===== src/rtl/regfile_scheduler_if.sv =====
// Issue and writeback handshake bundle for regfile_scheduler.
//   issue     : iss_valid/iss_ready, source addresses A1/A2, source-file
//               selector regType, destination (wb, dest, desType)
//   scalar wb : se_valid/se_ready, se_A3, se_data (21 bit)
//   vector wb : ve_valid/ve_ready, ve_A3, ve_data (192 bit)
// master = decode/writeback side, slave = scheduler.
interface regfile_scheduler_if;
  logic         iss_valid;
  logic         iss_ready;
  logic [3:0]   iss_A1;
  logic [3:0]   iss_A2;
  logic [1:0]   iss_regType;
  logic         iss_wb;
  logic [3:0]   iss_dest;
  logic         iss_desType;
  logic         se_valid;
  logic         se_ready;
  logic [3:0]   se_A3;
  logic [20:0]  se_data;
  logic         ve_valid;
  logic         ve_ready;
  logic [3:0]   ve_A3;
  logic [191:0] ve_data;

  modport master (
    output iss_valid, iss_A1, iss_A2, iss_regType, iss_wb, iss_dest, iss_desType,
    output se_valid, se_A3, se_data, ve_valid, ve_A3, ve_data,
    input  iss_ready, se_ready, ve_ready
  );

  modport slave (
    input  iss_valid, iss_A1, iss_A2, iss_regType, iss_wb, iss_dest, iss_desType,
    input  se_valid, se_A3, se_data, ve_valid, ve_A3, ve_data,
    output iss_ready, se_ready, ve_ready
  );
endinterface


===== src/rtl/regfile_scheduler.sv =====
// Sequencer in front of the dual scalar/vector register file.
// Arbitrates the single write port between the scalar and vector writeback
// units, issues reads for decode, and keeps a pending-write scoreboard so
// decode never reads or overwrites a register with a write in flight.
// Ports:
//   clk, rst              clock, synchronous active-high reset
//   bus (slave)           issue + scalar/vector writeback handshakes
//   Reg_Read, A1, A2,     registered read command to the register file
//   regType
//   Reg_write, A3,        registered write command to the register file
//   desType, wd3e, wd3v
//   rd_valid              RF read outputs hold the data of a read
//   busy                  any write pending
//   err_addr              sticky illegal-address flag
module regfile_scheduler #(
  parameter int NUM_REGS = 6
) (
  input  logic                 clk,
  input  logic                 rst,
  regfile_scheduler_if.slave   bus,
  output logic                 Reg_Read,
  output logic                 Reg_write,
  output logic [3:0]           A1,
  output logic [3:0]           A2,
  output logic [3:0]           A3,
  output logic [1:0]           regType,
  output logic                 desType,
  output logic [20:0]          wd3e,
  output logic [191:0]         wd3v,
  output logic                 rd_valid,
  output logic                 busy,
  output logic                 err_addr
);

  // One-hot decode; illegal addresses decode to zero, so they are never
  // tracked and never report pending.
  function automatic logic [NUM_REGS-1:0] addr_dec(input logic [3:0] addr);
    logic [NUM_REGS-1:0] hot;
    hot = '0;
    for (int i = 0; i < NUM_REGS; i++) hot[i] = (addr == 4'(i));
    return hot;
  endfunction

  logic [NUM_REGS-1:0] pend_e_q, pend_e_d, pend_v_q, pend_v_d;
  logic                prio_q, prio_d;          // 0: scalar wins next contention
  logic                reg_read_q, reg_read_d;
  logic [3:0]          a1_q, a1_d, a2_q, a2_d, a3_q, a3_d;
  logic [1:0]          regtype_q, regtype_d;
  logic                reg_write_q, reg_write_d;
  logic                destype_q, destype_d;
  logic [20:0]         wd3e_q, wd3e_d;
  logic [191:0]        wd3v_q, wd3v_d;
  logic                rd_valid_q, rd_valid_d;
  logic                err_q, err_d;

  logic src1_used, src1_vec, src2_used, src2_vec;
  logic raw, waw, accept, se_gnt, ve_gnt;
  logic bad_issue, bad_write;
  logic [NUM_REGS-1:0] clr_mask, set_mask;

  // Hazard and arbitration
  always_comb begin
    // regType: 00 A2 scalar, 01 A1 scalar/A2 vector, 10 none, 11 both vector
    src1_used = bus.iss_regType[0];
    src1_vec  = bus.iss_regType[1];
    src2_used = (bus.iss_regType != 2'b10);
    src2_vec  = bus.iss_regType[0];

    raw = (src1_used && |((src1_vec ? pend_v_q : pend_e_q) & addr_dec(bus.iss_A1))) ||
          (src2_used && |((src2_vec ? pend_v_q : pend_e_q) & addr_dec(bus.iss_A2)));
    waw = bus.iss_wb && |((bus.iss_desType ? pend_v_q : pend_e_q) & addr_dec(bus.iss_dest));

    bus.iss_ready = !rst && !raw && !waw;
    accept        = bus.iss_valid && bus.iss_ready;

    se_gnt = !rst && bus.se_valid && (!bus.ve_valid || !prio_q);
    ve_gnt = !rst && bus.ve_valid && (!bus.se_valid ||  prio_q);
    bus.se_ready = se_gnt;
    bus.ve_ready = ve_gnt;
  end

  // Next-state
  always_comb begin
    prio_d = prio_q ^ (bus.se_valid && bus.ve_valid);

    reg_read_d = accept;
    a1_d       = accept ? bus.iss_A1      : a1_q;
    a2_d       = accept ? bus.iss_A2      : a2_q;
    regtype_d  = accept ? bus.iss_regType : regtype_q;
    rd_valid_d = reg_read_q;

    reg_write_d = se_gnt || ve_gnt;
    a3_d      = se_gnt ? bus.se_A3 : (ve_gnt ? bus.ve_A3 : a3_q);
    destype_d = se_gnt ? 1'b0 : (ve_gnt ? 1'b1 : destype_q);
    wd3e_d    = se_gnt ? bus.se_data : wd3e_q;
    wd3v_d    = ve_gnt ? bus.ve_data : wd3v_q;

    // Clear is applied before set so a same-cycle set of the same bit wins.
    clr_mask = reg_write_q ? addr_dec(a3_q) : '0;
    set_mask = (accept && bus.iss_wb) ? addr_dec(bus.iss_dest) : '0;
    pend_e_d = (pend_e_q & ~(destype_q ? '0 : clr_mask)) | (bus.iss_desType ? '0 : set_mask);
    pend_v_d = (pend_v_q & ~(destype_q ? clr_mask : '0)) | (bus.iss_desType ? set_mask : '0);

    bad_issue = accept && ((src1_used && addr_dec(bus.iss_A1) == '0) ||
                           (src2_used && addr_dec(bus.iss_A2) == '0) ||
                           (bus.iss_wb && addr_dec(bus.iss_dest) == '0));
    bad_write = (se_gnt && addr_dec(bus.se_A3) == '0) ||
                (ve_gnt && addr_dec(bus.ve_A3) == '0);
    err_d     = err_q || bad_issue || bad_write;
  end

  always_ff @(posedge clk) begin
    if (rst) begin
      pend_e_q    <= '0;
      pend_v_q    <= '0;
      prio_q      <= 1'b0;
      reg_read_q  <= 1'b0;
      a1_q        <= '0;
      a2_q        <= '0;
      regtype_q   <= '0;
      reg_write_q <= 1'b0;
      a3_q        <= '0;
      destype_q   <= 1'b0;
      wd3e_q      <= '0;
      wd3v_q      <= '0;
      rd_valid_q  <= 1'b0;
      err_q       <= 1'b0;
    end else begin
      pend_e_q    <= pend_e_d;
      pend_v_q    <= pend_v_d;
      prio_q      <= prio_d;
      reg_read_q  <= reg_read_d;
      a1_q        <= a1_d;
      a2_q        <= a2_d;
      regtype_q   <= regtype_d;
      reg_write_q <= reg_write_d;
      a3_q        <= a3_d;
      destype_q   <= destype_d;
      wd3e_q      <= wd3e_d;
      wd3v_q      <= wd3v_d;
      rd_valid_q  <= rd_valid_d;
      err_q       <= err_d;
    end
  end

  assign Reg_Read  = reg_read_q;
  assign A1        = a1_q;
  assign A2        = a2_q;
  assign regType   = regtype_q;
  assign Reg_write = reg_write_q;
  assign A3        = a3_q;
  assign desType   = destype_q;
  assign wd3e      = wd3e_q;
  assign wd3v      = wd3v_q;
  assign rd_valid  = rd_valid_q;
  assign busy      = |{pend_e_q, pend_v_q};
  assign err_addr  = err_q;

endmodule


===== src/flat_wrapper.sv =====
// flat-port wrapper written by rule: the top's interface ports become plain ports
module regfile_scheduler_flat 
#(
  parameter int NUM_REGS = 6
)
  (clk, rst, Reg_Read, Reg_write, A1, A2, A3, regType, desType, wd3e, wd3v, rd_valid, busy, err_addr, bus_iss_valid, bus_iss_A1, bus_iss_A2, bus_iss_regType, bus_iss_wb, bus_iss_dest, bus_iss_desType, bus_se_valid, bus_se_A3, bus_se_data, bus_ve_valid, bus_ve_A3, bus_ve_data, bus_iss_ready, bus_se_ready, bus_ve_ready);
  regfile_scheduler_if bus_i ();
  input  logic clk;
  input  logic rst;
  output logic Reg_Read;
  output logic Reg_write;
  output logic [3:0] A1;
  output logic [3:0] A2;
  output logic [3:0] A3;
  output logic [1:0] regType;
  output logic desType;
  output logic [20:0] wd3e;
  output logic [191:0] wd3v;
  output logic rd_valid;
  output logic busy;
  output logic err_addr;
  input wire logic [$bits(bus_i.iss_valid)-1:0] bus_iss_valid;
  input wire logic [$bits(bus_i.iss_A1)-1:0] bus_iss_A1;
  input wire logic [$bits(bus_i.iss_A2)-1:0] bus_iss_A2;
  input wire logic [$bits(bus_i.iss_regType)-1:0] bus_iss_regType;
  input wire logic [$bits(bus_i.iss_wb)-1:0] bus_iss_wb;
  input wire logic [$bits(bus_i.iss_dest)-1:0] bus_iss_dest;
  input wire logic [$bits(bus_i.iss_desType)-1:0] bus_iss_desType;
  input wire logic [$bits(bus_i.se_valid)-1:0] bus_se_valid;
  input wire logic [$bits(bus_i.se_A3)-1:0] bus_se_A3;
  input wire logic [$bits(bus_i.se_data)-1:0] bus_se_data;
  input wire logic [$bits(bus_i.ve_valid)-1:0] bus_ve_valid;
  input wire logic [$bits(bus_i.ve_A3)-1:0] bus_ve_A3;
  input wire logic [$bits(bus_i.ve_data)-1:0] bus_ve_data;
  output wire logic [$bits(bus_i.iss_ready)-1:0] bus_iss_ready;
  output wire logic [$bits(bus_i.se_ready)-1:0] bus_se_ready;
  output wire logic [$bits(bus_i.ve_ready)-1:0] bus_ve_ready;
  assign bus_i.iss_valid = bus_iss_valid;
  assign bus_i.iss_A1 = bus_iss_A1;
  assign bus_i.iss_A2 = bus_iss_A2;
  assign bus_i.iss_regType = bus_iss_regType;
  assign bus_i.iss_wb = bus_iss_wb;
  assign bus_i.iss_dest = bus_iss_dest;
  assign bus_i.iss_desType = bus_iss_desType;
  assign bus_i.se_valid = bus_se_valid;
  assign bus_i.se_A3 = bus_se_A3;
  assign bus_i.se_data = bus_se_data;
  assign bus_i.ve_valid = bus_ve_valid;
  assign bus_i.ve_A3 = bus_ve_A3;
  assign bus_i.ve_data = bus_ve_data;
  assign bus_iss_ready = bus_i.iss_ready;
  assign bus_se_ready = bus_i.se_ready;
  assign bus_ve_ready = bus_i.ve_ready;
  regfile_scheduler #(.NUM_REGS(NUM_REGS)) u_core (.clk(clk), .rst(rst), .bus(bus_i), .Reg_Read(Reg_Read), .Reg_write(Reg_write), .A1(A1), .A2(A2), .A3(A3), .regType(regType), .desType(desType), .wd3e(wd3e), .wd3v(wd3v), .rd_valid(rd_valid), .busy(busy), .err_addr(err_addr));
endmodule

===== config.mk =====
export PLATFORM = sky130hd
export DESIGN_NAME = regfile_scheduler_flat
export DESIGN_NICKNAME = d
export VERILOG_FILES = /design/src/rtl/regfile_scheduler_if.sv /design/src/rtl/regfile_scheduler.sv /design/src/flat_wrapper.sv
export SDC_FILE = /design/constraint.sdc
export NUM_CORES = 1
export LEC_CHECK = 0
export CAP_MARGIN = 20
export CORE_AREA = 5 5 182 184
export DETAILED_ROUTE_END_ITERATION = 10
export DIE_AREA = 0 0 187 189
export SYNTH_ARGS = -nofsm -noshare
export SYNTH_HDL_FRONTEND = slang
export SYNTH_SLANG_ARGS = --single-unit

===== constraint.sdc =====
create_clock -name clk -period 2.9 [get_ports clk]
set_input_delay 0.58 -clock clk [delete_from_list [all_inputs] [get_ports clk]]
set_output_delay 0.58 -clock clk [all_outputs]
set_load 0.05 [all_outputs]

---- Word level (Yosys, flattened, before mapping) ----
Index checks and enable logic that the tools add are counted.
storage, ports and cells
  flip-flop bits (word level) ............. 245
  input port bits ......................... 242
  logic and storage cells ................. 116
operators by class
  equality and inequality tests ........... 31
  muxes and demuxes ....................... 11
  bitwise logic cells ..................... 10
  reduce and logical (&&, ||, !) cells .... 50
operator list
  kind                                                                    number
  6-bit 2-to-1 mux                                                        9
  4-bit by 2-bit equality test with 1-bit output (second input constant)  12
  4-bit by 3-bit equality test with 1-bit output (second input constant)  12
  6-bit AND                                                               5
  6-bit logical NOT                                                       5
  4-bit by 1-bit equality test with 1-bit output (second input constant)  6
  4-bit logical NOT                                                       6
  1-bit logical AND                                                       18
  6-bit OR reduction                                                      3
  6-bit NOT                                                               2
  6-bit OR                                                                2
  12-bit OR reduction                                                     1
  1-bit logical OR                                                        9
  4-bit 2-to-1 mux                                                        2
  1-bit logical NOT                                                       6
  2-bit != test (second input constant)                                   1
  2-bit nonzero test                                                      1
  2-bit OR reduction                                                      1
  1-bit bitwise XOR                                                       1

---- Logic depth before layout (Yosys ltp) ----
  depth in word-level cells ............... 13
  gate-level depth with buffers ........... 7
  gate-level depth less buffers ........... 5

---- Worst setup path after synthesis ----
No wires, ideal clock.
  path kind ............................... input-to-output
  start ................................... in bus_iss_regType[1]
  end ..................................... out bus_iss_ready
  arrival ................................. 2169 ps
  setup slack ............................. 151 ps
  cell stages on the path ................. 6
  buffers on the path ..................... 1
  cells stage by stage .................... buf_2 > mux4_2 > and2_1 > a41oi_2 > nand4_1 > inv_1
between the ends
  longest elaborated chain between the ends .. 8
  elaborated cells on any way between the ends .. 10
  classes of those cells .................. eq/ne (1); mux (1); bitwise (1); reduce/logical (7)
ends and longest elaborated chain
  item                                RTL line                 RTL
  start: declaration                  flat_wrapper.sv:25       input wire logic [$bits(bus_i.iss_regType)-1:0] bus_iss_regType;
  6-bit 2-to-1 mux                    regfile_scheduler.sv:69  raw = (src1_used && |((src1_vec ? pend_v_q : pend_e_q) & addr_dec(bus.iss_A1))) ||
  6-bit AND                           regfile_scheduler.sv:69
  6-bit OR reduction                  regfile_scheduler.sv:69
  1-bit logical AND                   regfile_scheduler.sv:69
  1-bit logical OR (*)                regfile_scheduler.sv:69
  1-bit logical NOT (*)               regfile_scheduler.sv:73  bus.iss_ready = !rst && !raw && !waw;
  1-bit logical AND (*) (2 in a row)  regfile_scheduler.sv:73
  end: declaration                    flat_wrapper.sv:35       output wire logic [$bits(bus_i.iss_ready)-1:0] bus_iss_ready;
Mark *: on every way between the ends. The rest lies on a longest branch, timed or not.

---- Final worst setup path ----
  start ................................... in bus_iss_dest[0]
  end ..................................... out bus_iss_ready
between the ends
  longest elaborated chain between the ends .. 6
  elaborated cells on any way between the ends .. 11
  classes of those cells .................. eq/ne (5); bitwise (1); reduce/logical (5)
ends and longest elaborated chain
  item                                                                          RTL line                 RTL
  start: declaration                                                            flat_wrapper.sv:27       input wire logic [$bits(bus_i.iss_dest)-1:0] bus_iss_dest;
  4-bit by 1-bit equality test with 1-bit output, or another cell as far along  regfile_scheduler.sv:40  for (int i = 0; i < NUM_REGS; i++) hot[i] = (addr == 4'(i));
  6-bit AND (*)                                                                 regfile_scheduler.sv:71  waw = bus.iss_wb && |((bus.iss_desType ? pend_v_q : pend_e_q) & addr_dec(bus.iss_dest));
  6-bit OR reduction (*)                                                        regfile_scheduler.sv:71
  1-bit logical AND (*)                                                         regfile_scheduler.sv:71
  1-bit logical NOT (*)                                                         regfile_scheduler.sv:73
  1-bit logical AND (*)                                                         regfile_scheduler.sv:73
Marked as above.

==> impl_metrics.json <==
{
  "timing.final.setup_violations": 0,
  "cts.hold.buffers_added": 0,
  "drt-vias-per-instance": 4.64,
  "cpMaxStageDelayCell": "sky130_fd_sc_hd__clkdlybuf4s50_1",
  "cts-root-buf": "sky130_fd_sc_hd__clkbuf_16",
  "yosys_most_used_dff": "sky130_fd_sc_hd__dfxtp_1",
  "drcViolationCount": 0,
  "met1Wirelength_um": 13800,
  "critical_path.cell_chain": "clkdlybuf4s50_1 -> mux4_2 -> and2_4 -> a311oi_2 -> nand4_1 -> inv_2 -> buf_12",
  "dp_hpwl_um": 25800,
  "antenna_violations_before_repair": 2,
  "leakage_power_nw": 5.75,
  "yosys_register_bits": 245,
  "dpl_cell_area_um2": 14500,
  "syn_avg_cell_area_um2": 7.88,
  "critical_path_type": "in2out",
  "clk_latency_ns": 0.54,
  "timing_worst_slew_pin_value_ns": 1.03,
  "number_of_h_tree_levels": 1,
  "synth_cell_types": 42,
  "fillers": 3025,
  "outcome": "finished clean",
  "dieHeight_um": 189,
  "core-area_um2": 31200,
  "skew_ns": 0.0150,
  "cts_made_buffers": 29,
  "synth-adder-area-share": 0,
  "fin_tns_setup_ns": 0,
  "ir_worst_vdd_uv": 472,
  "fp.dieArea_um2": 35300,
  "synth-simple-area-share": 0.241,
  "min_period_ns": 2.79,
  "synth.cell_area_um2": 9130,
  "maximum_number_of_pins_on_one_net_before_global_route_repair": 106,
  "grt_pass1_vias": 9269,
  "cpPeakStageDelay_ns": 0.49,
  "async_flop_share": 0,
  "post-route-cell-area_um2": 15400,
  "tritoncts": "yes",
  "topRoutingLayerUsed": "met4",
  "routed_wire_length_um": 35400,
  "timing.max_cap.violations": 0,
  "min_period_over_period": 0.963,
  "area_growth_pct": 68.9,
  "cts.clk_slew.worst_paths_ns": 0.05,
  "ant_nets": 0,
  "worst_setup_path_start_kind": "input pin",
  "cts.sink_count": 245,
  "timing.critical_path.to_type": "output pin",
  "critPathMaxFanout": 3,
  "leading_post_synthesis_cells_by_cell_area": "sky130_fd_sc_hd__dfxtp_1, sky130_fd_sc_hd__nand2_1, sky130_fd_sc_hd__a21oi_1, sky130_fd_sc_hd__clkbuf_1, sky130_fd_sc_hd__mux2i_1",
  "highest_clock_frequency_the_design_can_meet_mhz": 358,
  "setup_repair_after_global_routing_missed_its_margin": "no",
  "drtIter0Drc": 400,
  "critical_path.startpoint": "bus_iss_dest[0]",
  "route.vias.total": 9479,
  "post_drt_wl_per_cell_um": 17.3,
  "hold_class": "in2reg",
  "row_count": 65,
  "main_combinational_cell_family_by_area_after_synthesis": "simple AND/OR/NAND/NOR gates",
  "place_congestion": 0.872,
  "layout.nets": 1861,
  "met3RoutedLength_um": 3180,
  "grt_overflow_total": 0,
  "fp.dieW_um": 187,
  "timing.final.hold_violations": 0,
  "postLayoutSetupSlackWorst_ns": 0.108,
  "pre_cts_slack_ns": -0.252,
  "synthXorXnorAreaFrac": 0.000959,
  "cellPowerDensity_nw_per_um2": 590,
  "yosysSeqAreaShare": 0.537,
  "timing.rr.start": "u_core.pend_v_q[4]",
  "post-synth-top-area-cell": "sky130_fd_sc_hd__dfxtp_1",
  "initial_core_util": 0.292,
  "detailroute.wirelength.met2_um": 17300,
  "synth_fp_nets": 1400,
  "synth_edf_count": 0,
  "cp_data_required_time_ns": 2.32,
  "hp-start": "bus_iss_A1[0]",
  "top_level_ports": 478,
  "max_slew_margin": 0.315,
  "fraction_of_final_layout_cells_sized_beyond_drive_strength_1": 0.0677,
  "synth_commonest_cells": "sky130_fd_sc_hd__nand2_1, sky130_fd_sc_hd__dfxtp_1, sky130_fd_sc_hd__a21oi_1",
  "instances_no_fill": 2044,
  "grt_first_pass_wirelength_um": 54400,
  "maxSlewViolCount": 0,
  "drt_pass1_iterations": 5,
  "worst_ep_arrival_time_ns": 2.21,
  "place.detailed.instances": 1989,
  "synth_top_area_frac": 0.537,
  "cell_count_after_synthesis": 1158,
  "synth-compound-area-share": 0.147,
  "ys.warnings.count": 0,
  "synthMostInstantiatedCell": "sky130_fd_sc_hd__nand2_1",
  "number_of_buffers_between_clock_root_and_the_deepest_sink": 3,
  "track_usage": 0.189,
  "yosys-mux-area-fraction": 0.0334,
  "place.port_buffers": 477
}
-- layout by cell type (no fill, tap or decap), types with 6 or more instances in the layout --
master / Yosys / routed
sky130_fd_sc_hd__buf_4: 0 / 31
sky130_fd_sc_hd__clkbuf_8: 0 / 8
sky130_fd_sc_hd__nor2_1: 13 / 13
sky130_fd_sc_hd__o21ai_1: 13 / 12
sky130_fd_sc_hd__nand2_1: 477 / 477
sky130_fd_sc_hd__clkbuf_1: 75 / 6
sky130_fd_sc_hd__clkdlybuf4s50_1: 0 / 467
sky130_fd_sc_hd__clkbuf_16: 0 / 29
sky130_fd_sc_hd__nand3_1: 19 / 19
sky130_fd_sc_hd__buf_12: 0 / 8
sky130_fd_sc_hd__dfxtp_1: 245 / 241
sky130_fd_sc_hd__clkinv_2: 0 / 8
sky130_fd_sc_hd__mux2i_1: 17 / 16
sky130_fd_sc_hd__inv_1: 7 / 6
sky130_fd_sc_hd__a21oi_1: 221 / 220
-- repair_timing --
| action | 4_1_cts | 5_1_grt |
|---|---|---|
| buffers inserted | 1 | 0 |
| resized for setup | 13 | 4 |
| pin swaps | 1 | 2 |
| setup endpoints to repair | 1 | 1 |
-- registers in the layout, summed over array words and instances, names as in the netlist --
signal,count
u_core.wd3v,192
u_core.wd3e,21
u_core.pend_e_q,6
u_core.pend_v_q,6
u_core.A1,4
u_core.A2,4
u_core.A3,4
u_core.regType,2
u_core.Reg_Read,1
u_core.Reg_write,1
u_core.desType,1
u_core.err_addr,1
u_core.prio_q,1
u_core.rd_valid,1
-- critical path: cells and delay by family --
family,cells,cell delay [ns]
compound gates,1,0.20
buf+inv,3,0.76
mux,1,0.29
simple gates,2,0.38
-- metrics by stage --
| step | hold slack (ns) | total power [mW] | util |
|---|---|---|---|
| after floorplan | 0.466 | 4.83 | - |
| after global placement | 0.441 | 5.74 | 0.463 |
| after detailed placement | 0.445 | 5.75 | 0.463 |
| after CTS | 0.422 | 9.24 | 0.493 |
| after global routing | 0.393 | 9.52 | 0.494 |
| final | 0.400 | 9.10 | 0.494 |
-- per-layer routing --
metal  global-route usage  vias up
li1                     -     4719
met1                0.218     4381
met2                0.331      328
met3               0.0715       51
met4               0.0509        0
met5                    0        -
-- logic make-up (layout without fill, tap and decap cells) --
group / count (synthesis) / after routing
xor+xnor: 1 / 1
flops: 245 / 245
compound gates: 251 / 251
simple gates: 546 / 546
buf+inv: 91 / 573
mux: 24 / 24
other cells: 0 / 2
-- where the power goes --
part | total, mW | switching [mW] | internal [mW] | leakage (nW)
Sequential | 3.66 | 0.103 | 3.56 | 2.01
Combinational | 2.01 | 1.22 | 0.789 | 3.28
Clock | 3.43 | 1.40 | 2.03 | 0.458
-- area by class of cell --
type / instances / area [µm²] / share of cell area
Sequential cell: 245 / 4910 / 0.319
Antenna cell: 2 / 5.00 / 0.000325
Clock buffer: 43 / 858 / 0.0557
Inverter: 7 / 26.3 / 0.00170
Clock inverter: 9 / 48.8 / 0.00317
Tap cell: 402 / 503 / 0.0326
Multi-Input combinational cell: 822 / 3910 / 0.254
Timing Repair Buffer: 514 / 5150 / 0.334
-- path summary, 6_finish.rpt --
| path | depth (start not counted) | to | slack (ns) |
|---|---|---|---|
| setup / recovery | 7 | bus_iss_ready | 0.11 |
| hold / removal | 3 | u_core.A1[0] | 0.40 |
| setup reg to reg | 7 | u_core.A1[1] | 0.93 |
| hold reg to reg | 2 | u_core.wd3v[114] | 0.45 |
Power figures use the tool's default switching activity.
